==> config.mk <==
export PLATFORM = sky130hd
export DESIGN_NAME = ps2_key_decoder
export DESIGN_NICKNAME = d
export VERILOG_FILES = /design/src/rtl/ps2_key_decoder.sv
export SDC_FILE = /design/constraint.sdc
export NUM_CORES = 1
export LEC_CHECK = 0
export CORE_UTILIZATION = 60
export CTS_BUF_LIST = sky130_fd_sc_hd__clkbuf_4
export DETAILED_ROUTE_END_ITERATION = 7
export GPL_ROUTABILITY_DRIVEN = 0
export GPL_TIMING_DRIVEN = 0
export PLACE_DENSITY = 0.9
export SLEW_MARGIN = 20
export SYNTH_ARGS = -nofsm -noshare
export SYNTH_HDL_FRONTEND = slang
export SYNTH_SLANG_ARGS = --single-unit
export TNS_END_PERCENT = 30
==> constraint.sdc <==
create_clock -name CLOCK -period 2.9 [get_ports CLOCK]
set_input_delay 0.435 -clock CLOCK [delete_from_list [all_inputs] [get_ports CLOCK]]
set_output_delay 0.435 -clock CLOCK [all_outputs]
set_load 0.1 [all_outputs]
==> src/rtl/ps2_key_decoder.sv <==
// PS/2 scan-code decoder: make/break/extended prefixes, per-key held state and pulses, event FIFO.
// Optional PS2_TYPEMATIC_FILTER_EN: ignore makes of keys already held (drops auto-repeat).
module ps2_key_decoder #(
    parameter int                    NUM_KEYS       = 6,
    parameter logic [9*NUM_KEYS-1:0] KEY_CODES      = {9'h075, 9'h072, 9'h06B, 9'h074, 9'h029, 9'h05A},
    parameter int                    FIFO_DEPTH     = 8,
    parameter int                    TIMEOUT_CYCLES = 50_000_000,
    localparam int                   IDX_W          = (NUM_KEYS > 1) ? $clog2(NUM_KEYS) : 1
) (
    input  logic                CLOCK,
    input  logic                reset_n,
    input  logic [7:0]          rx_data,
    input  logic                rx_valid,
    output logic [NUM_KEYS-1:0] key_state,
    output logic [NUM_KEYS-1:0] key_press,
    output logic [NUM_KEYS-1:0] key_release,
    output logic                evt_valid,
    input  logic                evt_ready,
    output logic [IDX_W-1:0]    evt_idx,
    output logic                evt_break,
    output logic                evt_overflow,
    input  logic                ovf_clr
);
    localparam int CNT_W = $clog2(TIMEOUT_CYCLES);
    localparam int PTR_W = $clog2(FIFO_DEPTH);

    typedef enum logic [1:0] {IDLE, EXT, BRK, EXTBRK} state_t;

    state_t           state, state_n;
    logic [CNT_W-1:0] cnt, cnt_n;
    logic             ev_fire, ev_brk, ev_ext, ctrl_clr, is_ctrl;
    logic             hit, repeat_make, push;
    logic [IDX_W-1:0] hit_idx;

    assign is_ctrl = (rx_data == 8'hAA) || (rx_data == 8'hFC) ||
                     (rx_data == 8'h00) || (rx_data == 8'hFF);

    always_ff @(posedge CLOCK or negedge reset_n) begin
        if (!reset_n) begin
            state <= IDLE;
            cnt   <= '0;
        end else begin
            state <= state_n;
            cnt   <= cnt_n;
        end
    end

    always_comb begin
        state_n  = state;
        cnt_n    = '0;
        ev_fire  = 1'b0;
        ev_brk   = 1'b0;
        ev_ext   = 1'b0;
        ctrl_clr = 1'b0;
        if (rx_valid) begin
            if (is_ctrl) begin
                ctrl_clr = 1'b1;
                state_n  = IDLE;
            end else begin
                unique case (state)
                    IDLE: begin
                        if (rx_data == 8'hE0)      state_n = EXT;
                        else if (rx_data == 8'hF0) state_n = BRK;
                        else                       ev_fire = 1'b1;
                    end
                    EXT: begin
                        if (rx_data == 8'hF0)      state_n = EXTBRK;
                        else if (rx_data == 8'hE0) state_n = EXT;
                        else begin
                            ev_fire = 1'b1;
                            ev_ext  = 1'b1;
                            state_n = IDLE;
                        end
                    end
                    BRK: begin
                        state_n = IDLE;
                        ev_fire = (rx_data != 8'hE0) && (rx_data != 8'hF0);
                        ev_brk  = 1'b1;
                    end
                    EXTBRK: begin
                        state_n = IDLE;
                        ev_fire = (rx_data != 8'hE0) && (rx_data != 8'hF0);
                        ev_brk  = 1'b1;
                        ev_ext  = 1'b1;
                    end
                    default: state_n = IDLE;
                endcase
            end
        end else if (state != IDLE) begin
            // A dangling prefix is abandoned after a long idle gap
            if (cnt == CNT_W'(TIMEOUT_CYCLES - 1)) state_n = IDLE;
            else                                   cnt_n   = cnt + 1'b1;
        end
    end

    // Descending scan so the lowest matching index wins
    always_comb begin
        hit     = 1'b0;
        hit_idx = '0;
        for (int i = NUM_KEYS - 1; i >= 0; i--) begin
            if (KEY_CODES[9*i +: 9] == {ev_ext, rx_data}) begin
                hit     = 1'b1;
                hit_idx = IDX_W'(i);
            end
        end
    end

`ifdef PS2_TYPEMATIC_FILTER_EN
    assign repeat_make = !ev_brk && key_state[hit_idx];
`else
    assign repeat_make = 1'b0;
`endif

    assign push = ev_fire && hit && !repeat_make;

    always_ff @(posedge CLOCK or negedge reset_n) begin
        if (!reset_n) begin
            key_state   <= '0;
            key_press   <= '0;
            key_release <= '0;
        end else begin
            key_press   <= '0;
            key_release <= '0;
            if (ctrl_clr) begin
                key_state <= '0;
            end else if (push) begin
                key_state[hit_idx]   <= !ev_brk;
                key_press[hit_idx]   <= !ev_brk;
                key_release[hit_idx] <= ev_brk;
            end
        end
    end

    // Event FIFO: entry = {idx, break}
    logic [IDX_W:0]   mem [FIFO_DEPTH];
    logic [PTR_W-1:0] wr_ptr, rd_ptr;
    logic [PTR_W:0]   count;
    logic             full, pop, do_push, drop;

    assign full      = (count == (PTR_W + 1)'(FIFO_DEPTH));
    assign evt_valid = (count != '0);
    assign pop       = evt_valid && evt_ready;
    assign do_push   = push && (!full || pop);
    assign drop      = push && full && !pop;
    assign evt_idx   = mem[rd_ptr][IDX_W:1];
    assign evt_break = mem[rd_ptr][0];

    always_ff @(posedge CLOCK or negedge reset_n) begin
        if (!reset_n) begin
            for (int i = 0; i < FIFO_DEPTH; i++) mem[i] <= '0;
            wr_ptr       <= '0;
            rd_ptr       <= '0;
            count        <= '0;
            evt_overflow <= 1'b0;
        end else begin
            if (do_push) begin
                mem[wr_ptr] <= {hit_idx, ev_brk};
                wr_ptr      <= wr_ptr + 1'b1;
            end
            if (pop) rd_ptr <= rd_ptr + 1'b1;
            case ({do_push, pop})
                2'b10:   count <= count + 1'b1;
                2'b01:   count <= count - 1'b1;
                default: count <= count;
            endcase
            if (drop)         evt_overflow <= 1'b1;
            else if (ovf_clr) evt_overflow <= 1'b0;
        end
    end
endmodule

# Word level (Yosys, flattened, before mapping)
# Index checks and enable logic that the tools add are counted.
# classes
n_bitwise	4
add_sub_neg	5
n_eq_ne	21
magnitude_cmp	5
muxes	57
reduce_logical	26
# ops
cell	count
two-way mux 26 bit	3
equality test 7 x 9 -> 1 bit (first input constant)	5
equality test 8 bit (second input constant)	5
two-way mux 6 bit	6
bitwise mux 32 bit	1
adder 26 x 1 -> 26 bit (second input constant)	1
equality test 26 bit (second input constant)	1
two-way mux 1 bit	23
two-way mux 3 bit	6
!= test 8 bit (second input constant)	2
two-way mux 2 bit	7
AND 6 bit	2
binary-select mux 4 bit (select 3 bit)	1
demux 4 bit (select 3 bit)	1
two-way mux 4 bit	3
nonzero test 2 bit	6
equality test 6 x 9 -> 1 bit (first input constant)	1
>= comparator 4 bit (second input constant)	2
logical AND 1 bit	8
logical NOT 8 bit	1
inverter 3 -> 4 bit	2
case mux 4 bit (2 select lines)	1
adder 3 x 1 -> 3 bit (second input constant)	2
bitwise mux 6 bit	1
other kinds (19)	27
# totals
wordCells	135
ff_bits	89

# Depth between registers and ports, before layout
# depth
ltp_word	20
mapped_depth	13
depth_no_buf	12

# Least setup slack after synthesis
# OpenSTA, ideal clock, no wires.
# synth_timing
kind	input to register
start	input port rx_data[6]
end	register count[2]
setup_slack_ns	-0.327
stages	13
path_buffers	1
t_arrival_ns	3.102
setup_time_ns	0.125
required_ns	2.775
cell_sequence	buf_4 -> nand3_1 -> or4b_4 -> o211a_1 -> and2_1 -> or4_1 -> ha_1 -> xor2_1 -> ha_1 -> a21oi_1 -> xor2_1 -> nor2_1 -> xor2_1
# synth_via
elab_chain_cells	17
elab_cells_between_ends	40
cone_classes	eq/ne: 15; mux: 17; reduce/logical: 8
# synth_lines
item	line	rtl
from (decl)	12	input logic [7:0] rx_data,
equality test 8 bit (on tied branches)	62, 68, 35	
two-way mux 1 bit / logical OR 1 bit (equally long branches)	68, 35	
two-way mux 1 bit / logical OR 1 bit (equally long branches)	67, 35	
case mux 1 bit (2 select lines) / logical OR 1 bit (equally long branches)	60, 36	
two-way mux 1 bit	56	if (is_ctrl) begin
two-way mux 1 bit	55	if (rx_valid) begin
equality test 7 x 9 -> 1 bit	101	if (KEY_CODES[9*i +: 9] == {ev_ext, rx_data}) begin
two-way mux 1 bit (6 in series)	101	
logical AND 1 bit *	114	assign push = ev_fire && hit && !repeat_make;
logical AND 1 bit *	143	assign do_push = push && (!full || pop);
equality test 2 x 1 -> 1 bit / equality test 2 bit (equally long branches)	161	case ({do_push, pop})
case mux 4 bit (2 select lines) / nonzero test 2 bit (equally long branches)	-	
to (signal assigned)	162	2'b10: count <= count + 1'b1;
to (signal assigned)	163	2'b01: count <= count - 1'b1;
to (signal assigned)	164	default: count <= count;
to (decl)	137	logic [PTR_W:0] count;
# Every way passes the cells marked *; elsewhere a longest branch is shown, timed or not.
# A chain may end at the register's enable or synchronous reset.

# Final worst setup path
# layout_timing
start	input port rx_data[4]
end	register count[2]
# The elaborated chain is that of the path after synthesis.

==> results.toml <==
[status]
outcome = "completed"

[clock_network]
clock_latency_ps = 430
clock-sinks = 89
clkSlewWorstSetupHoldPaths_ps = 140
h-tree-depth = 3
numCtsBuffers = 9
tritoncts = "built"
cts_root_buf = "clkbuf_4"
cts.path.max_buffers = 2

[placed_design]
placed_cell_area_um2 = 4910
dp_hpwl_um = 6340
portBuffers = 34

[route]
first_pass_iters = 6
ant_nets = 0
wire_per_inst_um = 16.8
drc_errors = 0
avgViaCountPerCell = 5.93
drt_wl_total_um = 8920
drt_first_iter_violations = 265
num_vias = 3155

[yosys]
synth_cell_types = 51
synth_top_area_cell = "dfrtp_1"
synth_warnings = 0
synth_edf_count = 0
ys.flop_type = "dfrtp_1"
netlist_area_um2 = 4390
ys_top_cells_by_area = "dfrtp_1 51%, mux2_2 10%, xor2_1 4.8%"
synthCells = 378
ys_seq_area_share_pct = 50.7
ys_async_sr_fraction_pct = 100
synth_fp_nets = 397
syn_avg_cell_area_um2 = 11.6
ys_ff_latch = 89
synth_top_cell_area_share_pct = 50.7

[setup_path]
critical_path.max_stage_delay_ps = 510
worst_path_max_delay_cell = "or4b_4"
worstReg2RegStart = "count[1]$_DFFE_PN0P_"
crit_start = "rx_data[4]"
worstSetupPathType = "input port to flip-flop"
crit_arrival_ps = 3200
crit_path_start_kind = "input port"
cpMostUsedCell = "xor2_1"
crit_chain = "clkdlybuf4s15_2, nand3_2, or4b_4, o211a_1, and2_4, or4_4, ha_4, xor2_1, ha_2, a21oi_2, xor2_1, nor2_1, xor2_1"
cp-end-kind = "flip-flop"
required_ps = 3230
crit_fanout = 8

[timing]
fin_skew_ps = 16.9
slew_viol_final = 0
finalSetupViolations = 0
worst_pin_slew_ps = 976
max_freq_mhz = 348
period_share_pct = 99.0
relSlewSlack_pct = 34.7
hold_violations = 0
min_period_ps = 2870

[pwr]
p_leak_nw = 2.33
power_mw = 2.63
power_per_cell_area_nw_per_um2 = 516
peakVddDrop_mv = 0.245

[cells_and_area]
design_area_um2 = 5100
antenna_cells = 0
syn_to_final_growth_pct = 16.1
drive_above_1_share_pct = 23.4
nets = 450

[floorplanning]
die_h_um = 87.6
rows = 30
die_x_um = 87.6
fp.dieArea_um2 = 7670
initial_core_util_pct = 63.3
core_um2 = 6940
ioPinCount = 37

[global_routing]
grt-ovfl-total = 0
grt_max_degree = 47
grt_pass1_vias = 3136
grt_pass1_wl_um = 14600
antenna_found_initial = 0
grtUsageTotal_pct = 25.4

[flow_run]
cap_viol_max_count = 0

[worst_hold_path]
hp-class = "input port to flip-flop"
min_from = "rx_data[6]"
## worst paths after layout
check                      depth (start not counted)  slack, ps                      to
min                                                3        340    state[1]$_DFFE_PN0P_
min in group asynchronous                          2        530  key_press[4]$_DFF_PN0_
max reg2reg                                       11        380    count[2]$_DFFE_PN0P_
min reg2reg                                        1        510    count[3]$_DFFE_PN0P_
max                                               13         30    count[2]$_DFFE_PN0P_
max in group asynchronous                          3       1740        cnt[0]$_DFF_PN0_
## cell usage after synthesis, drive strengths merged (2+ instances only)
master   instances
and3b            2
o211ai           4
mux2            39
o41ai            3
clkbuf          11
dfrtp           89
o211a            2
and3             4
nand4b           4
nand3b           4
and2             3
and4             4
or2              3
mux4             8
nand4bb          2
or3              4
xor2            24
xnor2            9
inv              7
ha               6
nor2            48
buf              5
and4bb           2
nand2           22
nand3           15
nor3             7
nor2b            2
nand2b           2
a21oi            7
nand4           12
o21ai            6
or4              2
nor4             4
## through the flow
stage	setup WS [ps]	hold WS [ps]	std cells	setup TNS [ps]	utilization, %
global placement	-1620	463	508	-156970	70.3
detailed placement	-872	460	509	-16940	70.7
global route	-29.6	345	532	-29.6	73.5
floorplan	-132	139	378	-178	-
finish	28.3	345	532	0	73.5
CTS	15.8	326	530	0	73.2
## cells in the final DEF (no fill, tap or decap), types with 3 or more instances in the layout
cell and n:
mux4_2 8, o21ai_0 6, or3_1 4, nand2_1 22
and4_1 4, or2_2 3, clkbuf_1 9, ha_1 4
o211ai_1 4, and3_1 4, buf_4 7, nor2_1 47
inv_1 7, clkbuf_4 11, dfrtp_1 89, o41ai_1 3
nor3_1 7, a21oi_1 6, buf_2 6, nor4_1 4
nand3b_1 4, nand3_1 13, clkdlybuf4s50_1 23, nand4_1 11
xor2_1 24, xnor2_1 9, clkinvlp_4 3, mux2_2 39
## metal layers
metal / up-vias / wire (um) / global-route usage (%)
met1: 1562 / 3600 / 29.5
met5: - / 0 / 0
met4: 0 / 319 / 15.1
li1: 1460 / - / -
met3: 36 / 349 / 4.15
met2: 97 / 4660 / 44.7
## flip-flops by register name (all words and copies together), names as in the netlist
name and count:
cnt 26, count 4, evt_overflow 1, key_press 6
key_release 6, key_state 6, mem 32, rd_ptr 3
state 2, wr_ptr 3
## kinds of logic after synthesis
logic type / Yosys count / synth area share, %
compound gates: 29 / 4.90
xor+xnor: 33 / 6.58
fa+ha+maj: 6 / 1.71
buf+inv: 23 / 2.25
flops: 89 / 50.7
mux: 48 / 14.3
simple gates: 150 / 19.6
## cell type report
cell class | count | area [um^2]
Multi-Input combinational cell | 266 | 2110
Clock inverter | 5 | 56.3
Sequential cell | 89 | 2230
Clock buffer | 11 | 82.6
Inverter | 7 | 26.3
Buffer | 16 | 88.8
Fill cell | 431 | 1840
Tap cell | 96 | 120
Timing Repair Buffer | 42 | 392
## critical path, delay by kind of cell
family          cells  cell delay [ps]
buf+inv             1              250
compound gates      2              380
fa+ha+maj           2              380
xor+xnor            3              430
simple gates        5             1320
## report_power, final
group          internal, mW  switching (mW)  total [mW]
registers              1.31          0.0870        1.40
clock network         0.280           0.402       0.681
logic                 0.234           0.318       0.552
## timing repair
action	4_1_cts	5_1_grt
endpoints found under the setup margin	19	2
buffers inserted	4	2
pin swaps	1	0
endpoints found under the hold margin	41	0
gates cloned	0	0
hold buffers	1	0
resized for setup	35	8
Note: power is estimated with default switching activity, not from simulation.
